## src/rtl/pair_sum_fifo_pkg.sv

```systemverilog
// pair_sum_fifo_pkg: default sizes and {a,b,sum} entry layout for the pair-sum FIFO
package pair_sum_fifo_pkg;
  localparam int PAIR_W     = 5;
  localparam int PAIR_DEPTH = 4;
  localparam int PAIR_AW    = 2;
  localparam int SUM_LSB    = 0;
  localparam int B_LSB      = PAIR_W + 1;
  localparam int A_LSB      = 2 * PAIR_W + 1;
  localparam int ENTRY_W    = 3 * PAIR_W + 1;
  function automatic int b_lsb(input int w);
    return w + 1;
  endfunction
  function automatic int a_lsb(input int w);
    return 2 * w + 1;
  endfunction
  function automatic int entry_w(input int w);
    return 3 * w + 1;
  endfunction
endpackage

```

## src/rtl/pair_fifo_mem.sv

```systemverilog
// pair_fifo_mem: DEPTH x EW register array, synchronous write, asynchronous read, no reset
module pair_fifo_mem #(
  parameter int DEPTH = 4,
  parameter int AW    = 2,
  parameter int EW    = 16
) (
  input  logic          clk,
  input  logic          we,
  input  logic [AW-1:0] waddr,
  input  logic [EW-1:0] wdata,
  input  logic [AW-1:0] raddr,
  output logic [EW-1:0] rdata
);
  logic [EW-1:0] mem_q [DEPTH];
  // write the entry selected by the write pointer
  always_ff @(posedge clk) begin
    if (we) mem_q[waddr] <= wdata;
  end
  assign rdata = mem_q[raddr];
endmodule

```

## src/rtl/pair_sum_fifo.sv

```systemverilog
// pair_sum_fifo: show-ahead FIFO of {a,b,a+b}; PAIR_STATS_EN adds stat_cnt/stat_max ports
module pair_sum_fifo
  import pair_sum_fifo_pkg::*;
#(
  parameter int W     = PAIR_W,
  parameter int DEPTH = PAIR_DEPTH,
  parameter int AW    = PAIR_AW
) (
  input  logic          clk,
  input  logic          rst_n,
  input  logic          in_valid,
  output logic          in_ready,
  input  logic [W-1:0]  in_a,
  input  logic [W-1:0]  in_b,
  output logic          out_valid,
  input  logic          out_ready,
  output logic [W-1:0]  out_a,
  output logic [W-1:0]  out_b,
  output logic [W:0]    out_sum,
`ifdef PAIR_STATS_EN
  output logic [15:0]   stat_cnt,
  output logic [W:0]    stat_max,
`endif
  output logic [AW:0]   count
);
  localparam int EW = entry_w(W);
  localparam int BL = b_lsb(W);
  localparam int AL = a_lsb(W);
  localparam logic [AW:0] FULL_CNT = (AW+1)'(DEPTH);
  logic [AW-1:0] wr_ptr_q, wr_ptr_d, rd_ptr_q, rd_ptr_d;
  logic [AW:0]   count_q, count_d;
  logic          full, empty, push, pop;
  logic [W:0]    sum;
  logic [EW-1:0] wdata, rdata;
  pair_fifo_mem #(.DEPTH(DEPTH), .AW(AW), .EW(EW)) u_mem (
    .clk   (clk),
    .we    (push),
    .waddr (wr_ptr_q),
    .wdata (wdata),
    .raddr (rd_ptr_q),
    .rdata (rdata)
  );
  // handshakes, pointer/count next state and zero-gated head outputs
  always_comb begin
    full      = count_q == FULL_CNT;
    empty     = count_q == '0;
    in_ready  = !full;
    out_valid = !empty;
    push      = in_valid && !full;
    pop       = out_ready && !empty;
    sum       = (W+1)'(in_a) + (W+1)'(in_b);
    wdata     = {in_a, in_b, sum};
    wr_ptr_d  = wr_ptr_q + AW'(push);
    rd_ptr_d  = rd_ptr_q + AW'(pop);
    count_d   = (push && !pop) ? count_q + 1'b1 : (pop && !push) ? count_q - 1'b1 : count_q;
    out_a     = empty ? '0 : rdata[AL +: W];
    out_b     = empty ? '0 : rdata[BL +: W];
    out_sum   = empty ? '0 : rdata[0 +: W+1];
    count     = count_q;
  end
  // pointer and occupancy registers
  always_ff @(posedge clk or negedge rst_n) begin
    if (!rst_n) begin
      wr_ptr_q <= '0;
      rd_ptr_q <= '0;
      count_q  <= '0;
    end else begin
      wr_ptr_q <= wr_ptr_d;
      rd_ptr_q <= rd_ptr_d;
      count_q  <= count_d;
    end
  end
`ifdef PAIR_STATS_EN
  logic [15:0] stat_cnt_q, stat_cnt_d;
  logic [W:0]  stat_max_q, stat_max_d;
  // saturating push counter and running maximum of pushed sums
  always_comb begin
    stat_cnt_d = (push && stat_cnt_q != 16'hFFFF) ? stat_cnt_q + 16'd1 : stat_cnt_q;
    stat_max_d = (push && sum > stat_max_q) ? sum : stat_max_q;
    stat_cnt   = stat_cnt_q;
    stat_max   = stat_max_q;
  end
  // statistics registers
  always_ff @(posedge clk or negedge rst_n) begin
    if (!rst_n) begin
      stat_cnt_q <= '0;
      stat_max_q <= '0;
    end else begin
      stat_cnt_q <= stat_cnt_d;
      stat_max_q <= stat_max_d;
    end
  end
`endif
endmodule

```

## config.mk

```make
export PLATFORM = sky130hd
export DESIGN_NAME = pair_sum_fifo
export DESIGN_NICKNAME = d
export VERILOG_FILES = /design/src/rtl/pair_sum_fifo_pkg.sv /design/src/rtl/pair_fifo_mem.sv /design/src/rtl/pair_sum_fifo.sv
export SDC_FILE = /design/constraint.sdc
export NUM_CORES = 1
export LEC_CHECK = 0
export CORE_MARGIN = 8
export CORE_UTILIZATION = 53
export CTS_BUF_LIST = sky130_fd_sc_hd__clkbuf_4
export DETAILED_ROUTE_END_ITERATION = 16
export PLACE_DENSITY = 0.76
export SLEW_MARGIN = 25
export SYNTH_ARGS = -nofsm -noshare
export SYNTH_HDL_FRONTEND = slang
export SYNTH_SLANG_ARGS = --single-unit
```

## constraint.sdc

```tcl
create_clock -name clk -period 2.67 [get_ports clk]
set_clock_uncertainty 0.1 [all_clocks]
set_input_delay 0.267 -clock clk [delete_from_list [all_inputs] [get_ports clk]]
set_output_delay 0.267 -clock clk [all_outputs]
set_load 0.01 [all_outputs]
```

==> results.cfg <==
[run_status]
status = finished, final reports clean

[timing]
finalHoldViolCount = 0
finalCritPeriodShare_pct = 96.0
tns_ns = 0
relSlewSlack_pct = 77.3
slew_violations = 0
fin_crit_ns = 2.56
rsz0062_at_grt = false
clock.fmax_ghz = 0.390
setup_viol = 0
worst_pin_slew_ns = 0.338

[setup_path]
max_stage_delay_ns = 0.54
worstSetupPathType = reg -> out
cp_slowest_cell = mux4_1
cp.required_ns = 2.30
worstPathArrival_ns = 2.19
path_buf_inv = 2
cpLargestDelayFamily = buffers and inverters
critical_path.max_fanout = 9
start_kind = flip-flop
worstPathCellList = buf_12 > mux4_1 > and2_1 > clkdlybuf4s50_1
end_kind = output port

[power_and_ir_drop]
worst_ir_drop_vdd_mv = 0.627
powerDensity_nw_per_um2 = 1060
internal-power_mw = 2.66
p_clk_share_pct = 14.6
switchingPower_mw = 1.15
p_seq_share_pct = 42.6
p_leak_nw = 1.31
swShare_pct = 30.2
comb_power_share_pct = 42.9

[routing]
vias = 1533
finalWirelength_um = 5530
ant_nets = 0
drc = 0
via_per_inst = 5.49
wire_per_inst_um = 19.8
dr.first_iter.drc_count = 139
first_pass_iters = 4

[floorplanning]
start_util_pct = 54.5
pin_count = 35
core_um2 = 5470
die_area_um2 = 8280
rows = 27
dieWidth_um = 91.0
die_h_um = 91.0

[global_routing]
grt_usage_pct = 14.4
grt_max_degree = 18
grt_pass1_wl_um = 9070
grt_pass1_vias = 1706
overflow = 0
antenna_found_initial = 0

[cts]
clk_pin_slew_worst_paths_ns = 0.11
cts_tree = built
cts_buffers = 9
htreeDepth = 3
worstSkewPairLatency_ns = 0.40
cts_max_path_buffers = 2
cts_root_buf = clkbuf_4
clkSinkCount = 71

[placement]
hpwl_um = 3540
place_congestion = 0.706
placedCellCount = 261
io_buffers = 34

[logic_synthesis]
synth_fp_nets = 178
ys_ff_latch = 71
yosysSeqAreaShare_pct = 70.3
syn_area_per_cell_um2 = 19.4
yosys_warnings = 0
synth.distinct_cells = 27
syn_area_um2 = 2980
postSynthCellCount = 154

[worst_hold_path]
min_path_type = in -> reg

[cells_and_area]
fillers = 384
stdcell_count = 279
antenna-diode-count = 0
area_growth_syn_to_layout_pct = 20.6
finalNetCount = 226
drive_above_1_share_pct = 17.4

[run]
cap_violations = 0
## what timing repair did
| action | in CTS | in global routing |
|---|---|---|
| buffers inserted | 0 | 0 |
| resized for setup | 0 | 4 |
| hold buffers | 1 | 0 |
| hold endpoints to repair | 4 | 0 |
| endpoints found under the setup margin | 0 | 3 |
## cell families after synthesis
logic type	Yosys count	synth area share, %
and+or+nand+nor	30	5.83
muxes	17	13.2
buffers and inverters	13	2.56
xor gates and xnor gates	8	2.35
AOI/OAI and AO/OA	5	1.05
DFF	71	70.3
adders and majority gates	10	4.70
## layout make-up
cell class / count / area [um^2] / share of cell area (%)
Sequential cell: 71 / 2100 / 58.4
Multi-Input combinational cell: 70 / 825 / 22.9
Timing Repair Buffer: 43 / 448 / 12.5
Clock buffer: 13 / 97.6 / 2.71
Tap cell: 72 / 90.1 / 2.51
Inverter: 7 / 26.3 / 0.731
Clock inverter: 3 / 11.3 / 0.313
## placed cells by master, fill, tap and decap left out, drive strengths merged
cell type / n
buf: 7
nor3: 1
dlymetal6s2s: 3
clkbuf: 14
nand2b: 1
ha: 8
or3: 1
mux2: 1
clkinv: 3
nand2: 2
a21oi: 2
inv: 7
and2: 16
a211o: 1
xor2: 5
fa: 2
xnor2: 3
dlygate4sd3: 1
dfrtp: 7
or3b: 1
nor2: 5
and3: 1
o21ai: 1
mux4: 16
edfxtp: 64
nor3b: 2
o211ai: 1
clkdlybuf4s50: 31
## flip-flops by register name, indices dropped and copies added, names as in the netlist
register and cells:
u_mem.mem_q 64, count 3, rd_ptr_q 2, wr_ptr_q 2
## worst register-to-register path: stages, from the launching register on
cell and delay (ns):
dfrtp_1 0.46, or3b_1 0.41, nand2_1 0.20, inv_1 0.11, ha_1 0.23, inv_1 0.08
fa_1 0.41, mux2_2 0.27
## Yosys cell counts
cell	count	area share [%]
fa_1	2	1.3
dfrtp_1	7	5.9
buf_2	3	0.50
or3_1	1	0.21
nor3_1	1	0.17
edfxtp_1	64	64
or3b_1	1	0.29
a211o_1	1	0.29
clkbuf_1	1	0.13
ha_1	8	3.4
buf_6	1	0.38
mux4_1	6	5.3
xnor2_1	3	0.88
o211ai_1	1	0.25
a21oi_1	2	0.34
buf_12	1	0.67
inv_1	7	0.88
xor2_1	5	1.5
mux2_2	1	0.38
nor2_1	5	0.63
o21ai_0	1	0.17
and2_1	16	3.4
nand2b_1	1	0.21
and3_1	1	0.21
nand2_1	2	0.25
mux4_2	10	7.6
nor3b_1	2	0.50
## power groups by stage
stage,combinational (mW),clock [mW],sequential [mW]
detailed placement,1.64,0,1.64
CTS,1.65,0.572,1.61
global route,1.76,0.624,1.64
global placement,1.60,0,1.61
floorplan,0.919,0,1.61
finish,1.63,0.555,1.62
## per-layer routing
metal  global-route usage, %  routed length (um)  up-vias
met5                       0                   0        -
met4                    7.50                 103        0
met3                    4.44                 240        9
met2                    24.4                2850       41
met1                    16.1                2340      786
li1                        -                   -      697
## per-stage QoR
stage / utilization, % / total power [mW] / setup WS [ns] / hold WS, ns / area, um^2
after floorplan: - / 2.53 / 0.119 / -0.129 / 2980
after global placement: 62.9 / 3.21 / 0.401 / 0.393 / 3440
after detailed placement: 62.9 / 3.28 / 0.177 / 0.424 / 3440
after CTS: 65.1 / 3.83 / 0.0504 / 0.425 / 3560
after global routing: 65.7 / 4.03 / 0.0205 / 0.427 / 3600
final: 65.7 / 3.81 / 0.108 / 0.432 / 3600
## final timing paths
kind,from,endpoint,cells past startpoint,slack (ns)
setup / recovery,rd_ptr_q[0]$_DFF_PN0_,out_sum[5],4,0.11
hold / removal,in_a[3],u_mem.mem_q[1][14]$_DFFE_PP_,1,0.43
setup reg to reg,count[0]$_DFFE_PN0P_,count[1]$_DFFE_PN0P_,7,0.28
hold reg to reg,count[2]$_DFFE_PN0P_,count[2]$_DFFE_PN0P_,1,0.45
max in group asynchronous,rst_n,rd_ptr_q[0]$_DFF_PN0_,2,1.66
min in group asynchronous,rst_n,wr_ptr_q[0]$_DFF_PN0_,2,0.56
No activity file was read; power rests on OpenSTA's default activity.
